$ cat config.mk
export PLATFORM = sky130hd
export DESIGN_NAME = load_store_unit
export DESIGN_NICKNAME = d
export VERILOG_FILES = /design/src/rtl/cpu_pkg.sv /design/src/rtl/lsu_lane_align.sv /design/src/rtl/load_store_unit.sv
export SDC_FILE = /design/constraint.sdc
export NUM_CORES = 1
export LEC_CHECK = 0
export CAP_MARGIN = 25
export CORE_AREA = 10 10 120 122
export CTS_BUF_LIST = sky130_fd_sc_hd__clkbuf_2
export CTS_CLUSTER_SIZE = 8
export DETAILED_ROUTE_END_ITERATION = 8
export DIE_AREA = 0 0 130 132
export PLACE_DENSITY = 0.95
export SLEW_MARGIN = 40
export SYNTH_ARGS = -nofsm -noshare
export SYNTH_HDL_FRONTEND = slang
export SYNTH_SLANG_ARGS = --single-unit
$ cat constraint.sdc
create_clock -name clk -period 3.2 [get_ports clk]
set_input_delay 0.96 -clock clk [delete_from_list [all_inputs] [get_ports clk]]
set_output_delay 0.96 -clock clk [all_outputs]
set_load 0.05 [all_outputs]
$ cat src/rtl/cpu_pkg.sv
// Shared CPU definitions: access widths, LSU FSM states and bus widths.
// Includes the alignment legality rule used by the load/store unit.
package cpu_pkg;

   localparam int WB_DW = 32;
   localparam int WB_AW = 32;

   localparam logic [1:0] W_BYTE = 2'b00;
   localparam logic [1:0] W_HALF = 2'b01;
   localparam logic [1:0] W_WORD = 2'b10;

   typedef enum logic [1:0] {
      S_IDLE = 2'b00,
      S_REQ  = 2'b01,
      S_WAIT = 2'b10,
      S_DONE = 2'b11
   } lsu_state_t;

   function automatic logic req_legal(
      input logic [1:0] width,
      input logic [1:0] offset
   );
      logic ok;
      ok = 1'b0;
      unique case (1'b1)
         (width == W_BYTE): ok = 1'b1;
         (width == W_HALF): ok = ~offset[0];
         (width == W_WORD): ok = (offset == 2'b00);
         default:           ok = 1'b0;
      endcase
      return ok;
   endfunction

endpackage

$ cat src/rtl/lsu_lane_align.sv
// Byte-lane steering: write strobes, store replication and
// load lane extraction with zero/sign extension.
module lsu_lane_align
   import cpu_pkg::*;
(
   input  logic [1:0]       width,
   input  logic             sign_ext,
   input  logic [1:0]       offset,
   input  logic [WB_DW-1:0] store_data,
   input  logic [WB_DW-1:0] bus_data,
   output logic [3:0]       sel,
   output logic [WB_DW-1:0] lane_data,
   output logic [WB_DW-1:0] load_data
);

   logic [7:0]  byte_v;
   logic [15:0] half_v;

   always_comb begin
      byte_v    = bus_data[{offset, 3'b000} +: 8];
      half_v    = bus_data[{offset[1], 4'b0000} +: 16];
      sel       = 4'b0000;
      lane_data = store_data;
      load_data = '0;
      unique case (width)
         W_BYTE: begin
            sel       = 4'b0001 << offset;
            lane_data = {4{store_data[7:0]}};
            load_data = {{24{sign_ext & byte_v[7]}}, byte_v};
         end
         W_HALF: begin
            sel       = 4'b0011 << offset;
            lane_data = {2{store_data[15:0]}};
            load_data = {{16{sign_ext & half_v[15]}}, half_v};
         end
         W_WORD: begin
            sel       = 4'b1111;
            load_data = bus_data;
         end
         default: begin
            sel       = 4'b0000;
            load_data = '0;
         end
      endcase
   end

endmodule

$ cat src/rtl/load_store_unit.sv
// Load/store unit with a pipelined Wishbone master port.
// Define LSU_TIMEOUT_EN to enable the bus watchdog (TIMEOUT_CYCLES).
module load_store_unit
   import cpu_pkg::*;
#(
   parameter int unsigned TIMEOUT_CYCLES = 255
) (
   input  logic             clk,
   input  logic             reset,
   input  logic             i_enable,
   input  logic             i_we,
   input  logic [1:0]       i_width,
   input  logic             i_signed,
   input  logic [WB_AW-1:0] i_addr,
   input  logic [WB_DW-1:0] i_data,
   input  logic [3:0]       i_reg_idx,
   output logic             o_busy,
   output logic             o_completed,
   output logic             o_error,
   output logic [WB_DW-1:0] o_data,
   output logic [3:0]       o_reg_idx,
   output logic [WB_AW-1:0] o_wb_addr,
   output logic [WB_DW-1:0] o_wb_data,
   output logic [3:0]       o_wb_sel,
   output logic             o_wb_we,
   output logic             o_wb_cyc,
   output logic             o_wb_stb,
   input  logic             i_wb_ack,
   input  logic             i_wb_stall,
   input  logic             i_wb_err,
   input  logic [WB_DW-1:0] i_wb_data
);

   if (TIMEOUT_CYCLES < 1 || TIMEOUT_CYCLES > 65535) begin : g_bad_param
      $error("TIMEOUT_CYCLES must be in 1..65535");
   end

   lsu_state_t state;

   logic       we_q;
   logic [1:0] width_q;
   logic       signed_q;
   logic [1:0] off_q;
   logic       pend;
   logic       pend_err;
   logic       timeout;

   logic [1:0]       a_width;
   logic             a_signed;
   logic [1:0]       a_off;
   logic [3:0]       sel;
   logic [WB_DW-1:0] lane_data;
   logic [WB_DW-1:0] load_data;

   // Idle: steer the incoming request; busy: decode the captured one.
   assign a_width  = (state == S_IDLE) ? i_width     : width_q;
   assign a_signed = (state == S_IDLE) ? i_signed    : signed_q;
   assign a_off    = (state == S_IDLE) ? i_addr[1:0] : off_q;

   lsu_lane_align u_align (
      .width      (a_width),
      .sign_ext   (a_signed),
      .offset     (a_off),
      .store_data (i_data),
      .bus_data   (i_wb_data),
      .sel        (sel),
      .lane_data  (lane_data),
      .load_data  (load_data)
   );

`ifdef LSU_TIMEOUT_EN
   localparam logic [15:0] TLIM = 16'(TIMEOUT_CYCLES - 1);
   logic [15:0] tcnt;

   always_ff @(posedge clk or negedge reset) begin
      if (!reset) begin
         tcnt <= '0;
      end else if (state == S_IDLE) begin
         tcnt <= '0;
      end else if (tcnt != TLIM) begin
         tcnt <= tcnt + 16'd1;
      end
   end

   assign timeout = (state == S_REQ || state == S_WAIT) && (tcnt == TLIM);
`else
   assign timeout = 1'b0;
`endif

   always_ff @(posedge clk or negedge reset) begin
      if (!reset) begin
         state       <= S_IDLE;
         we_q        <= 1'b0;
         width_q     <= W_BYTE;
         signed_q    <= 1'b0;
         off_q       <= 2'b00;
         pend        <= 1'b0;
         pend_err    <= 1'b0;
         o_busy      <= 1'b0;
         o_completed <= 1'b0;
         o_error     <= 1'b0;
         o_data      <= '0;
         o_reg_idx   <= '0;
         o_wb_addr   <= '0;
         o_wb_data   <= '0;
         o_wb_sel    <= '0;
         o_wb_we     <= 1'b0;
         o_wb_cyc    <= 1'b0;
         o_wb_stb    <= 1'b0;
      end else begin
         unique case (state)
            S_IDLE: begin
               o_completed <= 1'b0;
               o_error     <= 1'b0;
               pend        <= 1'b0;
               if (i_enable) begin
                  we_q      <= i_we;
                  width_q   <= i_width;
                  signed_q  <= i_signed;
                  off_q     <= i_addr[1:0];
                  o_reg_idx <= i_reg_idx;
                  o_busy    <= 1'b1;
                  if (req_legal(i_width, i_addr[1:0])) begin
                     state     <= S_REQ;
                     o_wb_cyc  <= 1'b1;
                     o_wb_stb  <= 1'b1;
                     o_wb_addr <= {i_addr[WB_AW-1:2], 2'b00};
                     o_wb_data <= lane_data;
                     o_wb_sel  <= sel;
                     o_wb_we   <= i_we;
                  end else begin
                     state       <= S_DONE;
                     o_completed <= 1'b1;
                     o_error     <= 1'b1;
                     o_data      <= '0;
                  end
               end
            end
            S_REQ: begin
               if (!i_wb_stall && (i_wb_ack || i_wb_err)) begin
                  // Response in the accepting cycle: finish via WAIT.
                  state    <= S_WAIT;
                  o_wb_stb <= 1'b0;
                  pend     <= 1'b1;
                  pend_err <= i_wb_err;
                  o_data   <= (i_wb_err || we_q) ? '0 : load_data;
               end else if (timeout) begin
                  state       <= S_DONE;
                  o_wb_cyc    <= 1'b0;
                  o_wb_stb    <= 1'b0;
                  o_completed <= 1'b1;
                  o_error     <= 1'b1;
                  o_data      <= '0;
               end else if (!i_wb_stall) begin
                  state    <= S_WAIT;
                  o_wb_stb <= 1'b0;
               end
            end
            S_WAIT: begin
               if (pend) begin
                  state       <= S_DONE;
                  o_wb_cyc    <= 1'b0;
                  o_completed <= 1'b1;
                  o_error     <= pend_err;
               end else if (i_wb_ack || i_wb_err) begin
                  state       <= S_DONE;
                  o_wb_cyc    <= 1'b0;
                  o_completed <= 1'b1;
                  o_error     <= i_wb_err;
                  o_data      <= (i_wb_err || we_q) ? '0 : load_data;
               end else if (timeout) begin
                  state       <= S_DONE;
                  o_wb_cyc    <= 1'b0;
                  o_completed <= 1'b1;
                  o_error     <= 1'b1;
                  o_data      <= '0;
               end
            end
            S_DONE: begin
               state       <= S_IDLE;
               o_busy      <= 1'b0;
               o_completed <= 1'b0;
               o_error     <= 1'b0;
               pend        <= 1'b0;
            end
            default: state <= S_IDLE;
         endcase
      end
   end

endmodule

* Yosys cells after proc, flatten, opt, wreduce, memory -nomap -nowiden
Cells that the tools add are included.
Storage, ports and cells: register bits 118, input port bits 110, output and inout port bits 110, logic and storage cells 108
Cells by class: equality and inequality tests 15, shift-type cells 4, muxes and demuxes 43, bitwise gates (word level) 4, reductions and logical operators 24
Operators by type and width (count):
- two-way mux 32 bit | 6
- case mux 32 bit (3 select lines) | 2
- case mux 32 bit (2 select lines) | 1
- indexed part select 32 x 6 -> 16 bit | 1
- indexed part select 32 x 6 -> 8 bit | 1
- two-way mux 1 bit | 17
- two-way mux 2 bit | 8
- case mux 4 bit (3 select lines) | 1
- != test 2 bit (second input constant) | 5
- AND reduction 2 bit | 5
- case mux 1 bit (3 select lines) | 3
- equality test 2 bit (second input constant) | 4
- logical NOT 2 bit | 4
- case mux 1 bit (2 select lines) | 4
- case mux 2 bit (4 select lines) | 1
- AND reduction 4 bit | 2
- nonzero test 2 bit | 4
- equality test 2 x 1 -> 1 bit (second input constant) | 3
- != test 3 bit (second input constant) | 2
- AND reduction 3 bit | 2
- AND reduction 6 bit | 1
- << shifter 1 x 2 -> 4 bit (first input constant) | 1
- << shifter 2 x 2 -> 4 bit (first input constant) | 1
- nonzero test 3 bit | 1
- other kinds (7) | 10

* Depth between registers and ports, before layout
depth in word-level cells 9, mapped depth 12, depth with buffers taken out 8

* Cells and area by module
Synthesis repeated with hierarchy kept, for this count alone.
Second synthesis, totals: cells, all modules 497, area, all modules 6184.7 µm²
By module, submodules not included:
- load_store_unit | instances 1, cells an instance 308, area each 4719.5 µm², seq. area each 2952.8 µm²
- lsu_lane_align | instances 1, cells an instance 189, area each 1465.2 µm², seq. area each 0.0 µm²

* Worst setup path after synthesis
Ideal clock, no wire load.
kind input-to-reg, from in i_width[1], to reg o_data[4], setup time 0.077 ns, arrival time 2.446 ns, data required time 3.123 ns, setup slack 0.678 ns, cell stages on the path 8, buffers on the path 2, cells stage by stage buf_2 o21a_1 nor2_1 o21ai_1 o2111ai_1 or4_4 buf_2 o21ai_1
Between the ends: word-level cells in the longest chain between the ends 7, elaborated cells on any way between the ends 18, classes of those cells 5 x eq/ne; 10 x mux; 3 x reduce/logical
RTL lines:
- from (decl) | RTL line load_store_unit.sv:12 | input logic [1:0] i_width,
- two-way mux 2 bit | RTL line load_store_unit.sv:56 | assign a_width = (state == S_IDLE) ? i_width : width_q;
- equality test 2 bit, or another cell as far along | RTL line lsu_lane_align.sv:25 | unique case (width)
- case mux 32 bit (3 select lines) | RTL line lsu_lane_align.sv:25
- two-way mux 32 bit | RTL line load_store_unit.sv:146, load_store_unit.sv:170
- two-way mux 32 bit | RTL line load_store_unit.sv:165 | end else if (i_wb_ack || i_wb_err) begin
- two-way mux 32 bit | RTL line load_store_unit.sv:160 | if (pend) begin
- case mux 32 bit (3 select lines) | RTL line load_store_unit.sv:111 | unique case (state)
- to (signal assigned) | RTL line load_store_unit.sv:146 | o_data <= (i_wb_err || we_q) ? '0 : load_data;
- to (signal assigned) | RTL line load_store_unit.sv:170 | o_data <= (i_wb_err || we_q) ? '0 : load_data;
- to (decl) | RTL line load_store_unit.sv:20 | output logic [WB_DW-1:0] o_data,
Several ways; a longest one is shown, not always the timed one. The select of a mux whose other input is x is not followed. A chain may end at the register's enable or synchronous reset.

* Worst setup path in the final report
from reg o_data[2], to out o_data[2]
No word-level cell between the ends.

==> impl_summary.md <==
Global route
The initial antenna violation count is 0. The first global-routing pass estimated 31300 um of wire. The via count of the first global-routing pass is 5967. After global routing the overflow that remains totals 0.

The maximum number of pins on one net before global-route repair is 74. The combined global-route utilization of all metal layers is 0.228.

Yosys
The mapped netlist covers 5730 um^2. The synthesized area per cell is between 8 and 9 um^2. Of the post-synthesis cell area, the dominant cell type holds 0.515. Counting every instance in the synthesized netlist gives about 660. The fraction of synthesized cell area in xor and xnor cells is 0. Sorting the synthesized cells by area gives the leading types as sky130_fd_sc_hd__dfrtp_1 (52%), sky130_fd_sc_hd__nand2_1 (15%), sky130_fd_sc_hd__o21ai_1 (3.8%), sky130_fd_sc_hd__a21oi_1 (3.2%), sky130_fd_sc_hd__mux2_2 (2.8%). The area fraction in and, or, nand and nor cells after synthesis is 0.212. The area fraction in compound gates after synthesis came to 0.170. The top cell type by total area after synthesis is sky130_fd_sc_hd__dfrtp_1. After synthesis, the share of flip-flops with an asynchronous set or reset is 1.00. The fraction of synthesized area in multiplexers is 0.0544. The number of enable flip-flop cells after synthesis is 0. The main combinational cell family by area after synthesis is simple AND/OR/NAND/NOR gates. The register bit total from synthesis is 118. Counting instances in the post-synthesis netlist gives the leading cell types as sky130_fd_sc_hd__nand2_1 (223), sky130_fd_sc_hd__dfrtp_1 (118), sky130_fd_sc_hd__o21ai_1 (44). Of the total synthesized cell area, the portion taken by full adders, half adders and majority gates is 0.00873. The register area share after synthesis is 0.515. The count of yosys warnings during synthesis is 0. The most used flip-flop cell after synthesis is sky130_fd_sc_hd__dfrtp_1. Among all cell types in the netlist, the one instantiated most often is sky130_fd_sc_hd__nand2_1.

Yosys mapped the design onto 39 distinct sky130hd cell types.

Place
The final HPWL from detailed placement is 15100 um. The routability-driven placement congestion ratio is slightly above 0.9. Buffers placed on the I/O ports in this run total between 200 and 250.

Route
The detailed-routing iteration count for the pre-antenna-repair pass is 7. The initial detailed-routing violation count is 449. The DRC violation count after routing is 0. The final wirelength is 19900 um.

The antenna violation net count after detailed routing is 0. The average detailed-routed wire length per instance is between 15 and 20 um. The total vias in the final route is 5853. The via density per instance is 5.61.

Pwr
The leakage power summed over all cells is 3.74 nW. Cell internal power was estimated by the tool at 0.00482 W. The power per standard cell area is around 1200 nW/um^2. VDD sags by at most approximately 0.53 mV.

The clock network power share is 0.111. Of the total power, the share spent switching nets is 0.519. The total net switching power is 0.00521 W.

Of the total power, registers draw 0.254. The relative contribution of combinational cells to total power is 0.635.

Cells and area
The total inserted antenna cells is 0. The sequential standard cell area is 2950 um^2. The number of fill cells is slightly below 900. Summing all multi-input logic gate instances after layout gives 2580 um^2. The relative area change from synthesis to final layout is 47.1%.

Of the cells placed in the final design, the portion with a size suffix greater than 1 is 0.0882. The post-layout net count is 997.

CTS
The total clock buffers created by CTS is 17. The clock-pin slew on the worst setup and hold paths is 200 ps. In this run the clock root is driven by a sky130_fd_sc_hd__clkbuf_2. Buffers added to address setup during post-CTS repair amount to 0. After clock tree synthesis, the flow added hold-fix buffers numbering 0.

In this run the number of H-tree levels came out at 4. The buffer depth of the longest clock path is 2. The clock latency reported for the late side of the worst-skew pair is 670 ps.

TritonCTS built the clock tree. Gates resized during post-CTS repair numbered 0. The tree built by TritonCTS fans out to 118 sinks.

Critical path
The worst setup path is captured at an output port. The largest stage delay on the critical path is 830 ps. The depth of the worst register-to-register path is 9. Walking the worst path, the cells encountered are clkdlybuf4s50_1. The reg-to-reg critical path startpoint is state[0]$_DFFE_PN0P_. The category of the critical setup timing path is reg2out.

The cell type group with the largest total delay on the critical path is buffers and inverters. The source of the critical timing path is o_data[2]$_DFFE_PN0P_. In this run the number of cells on the critical path is 1.

The nature of the critical path startpoint is a flop. STA puts the critical path data required time at 2240 ps. The buffers plus inverters on the worst setup path is 1. Of all nets on the critical path, the largest fanout is 2. The data arrival time of the critical path is 1940 ps. The library cell contributing the largest single delay on the critical path is sky130_fd_sc_hd__clkdlybuf4s50_1.

Floorplanning
After floorplanning, the core was divided into 40 placement rows. 220 I/O pins were placed. Measured along the y axis, the die boundary spans 132 um. The full die area is about 17000 um^2.

In this run the standard cell core region covers 11900 um^2. The initial utilization of the core area, before any placement, comes to 0.481. From left edge to right edge, the die measures 130 um.

STA
The highest clock rate is 345 MHz. The aggregate negative setup slack is 0 ps. Between clock sinks in the finished design, the worst skew comes to 34.4 ps. The setup-violating endpoint count in the final report is 0. The final hold violation count came to 0. Dividing the final minimum period by the clock period gives 0.906. Setup repair after global routing left no endpoint under its margin. The number of max-slew violations in the final report came to 0. The time the worst path needs with I/O delays and setup is 2900 ps. The worst hold slack after final layout is 306 ps.

The relative slew slack is 0.510. The slew at the pin closest to its max-slew limit is 735 ps.

Run
The number of maximum-capacitance violations is 0.

Run status
The flow ran to the end, and the final reports show no timing, DRC or antenna violations.

Hold path
In this run the worst hold path is classified as in2async.
-- flip-flops by register name, summed over array words and instances (netlist names), 2 cells and up --
signal and flops:
o_wb_addr 30, o_wb_data 32, width_q 2, o_reg_idx 4
off_q 2, o_data 32, state 2, o_wb_sel 4
-- power groups by stage --
stage / Sequential, W / Clock [W] / Combinational (W)
2_1_floorplan: 0.00454 / 0 / 0.00216
3_3_place_gp: 0.00253 / 0 / 0.00622
3_5_place_dp: 0.00257 / 0 / 0.00634
4_1_cts: 0.00254 / 0.00114 / 0.00636
5_1_grt: 0.00263 / 0.00120 / 0.00676
6_report: 0.00254 / 0.00112 / 0.00636
-- placed cells by master (no fill, tap or decap), drive strengths merged, types with 8 or more instances in the layout --
cell type      count
nor2              41
a221oi             9
dfrtp            118
inv                9
a31oi             18
mux2              14
a21oi             37
a22oi              8
nand2            223
clkbuf            20
clkdlybuf4s50    216
o22ai              8
o21ai             63
nor2b             17
buf               26
mux2i             15
nand3              9
-- path summary, 6_finish.rpt --
| path | to | slack, ps |
|---|---|---|
| setup / recovery | o_data[2] | 300 |
| hold / removal | o_data[19]$_DFFE_PN0P_ | 310 |
| setup reg to reg | o_data[31]$_DFFE_PN0P_ | 360 |
| hold reg to reg | o_wb_addr[13]$_DFFE_PN0P_ | 500 |
| max in group asynchronous | o_wb_addr[16]$_DFFE_PN0P_ | 2120 |
| min in group clk | o_wb_addr[13]$_DFFE_PN0P_ | 500 |
-- worst reg2reg max path: cells and delay by family (launching register included) --
kind	cells	cell delay (ps)
adders and majority gates	1	450
AOI/OAI and AO/OA	4	1120
and+or+nand+nor	1	120
muxes	1	290
buffers and inverters	2	340
DFF	1	450
-- metal layers --
metal / GRT usage / part of all wire / up-vias
met3: 0.0913 / 0.12 / 57
met4: 0.0994 / 0.038 / 0
li1: - / - / 2700
met2: 0.368 / 0.47 / 328
met5: 0 / 0 / -
met1: 0.259 / 0.38 / 2768
-- stage by stage --
stage / util / std cells / worst slack (ps) / total power, W / instance area (um^2)
after floorplan: - / 665 / 678 / 0.00670 / 5740
after global placement: 0.684 / 1011 / 76.9 / 0.00875 / 8150
after global routing: 0.708 / 1043 / 126 / 0.0106 / 8430
final: 0.708 / 1043 / 301 / 0.0100 / 8430
after detailed placement: 0.684 / 1011 / 50.1 / 0.00892 / 8150
after CTS: 0.708 / 1043 / 262 / 0.0100 / 8430
-- logic make-up (layout without fill, tap and decap cells) --
logic type                 count (synthesis)  after routing
and+or+nand+nor                          300            300
AOI/OAI and AO/OA                        161            161
DFF                                      118            118
buffers and inverters                     51            282
muxes                                     29             29
adders and majority gates                  4              4
other                                      1              2
-- final cells by class --
class / instances / share of cell area
clock buffers: 20 / 0.0119
flip-flops and latches: 118 / 0.350
inverters: 8 / 0.00356
multi-input cells: 496 / 0.306
clock inverters: 12 / 0.0211
repair buffers: 242 / 0.286
well taps: 147 / 0.0218
Power figures use the tool's default switching activity.
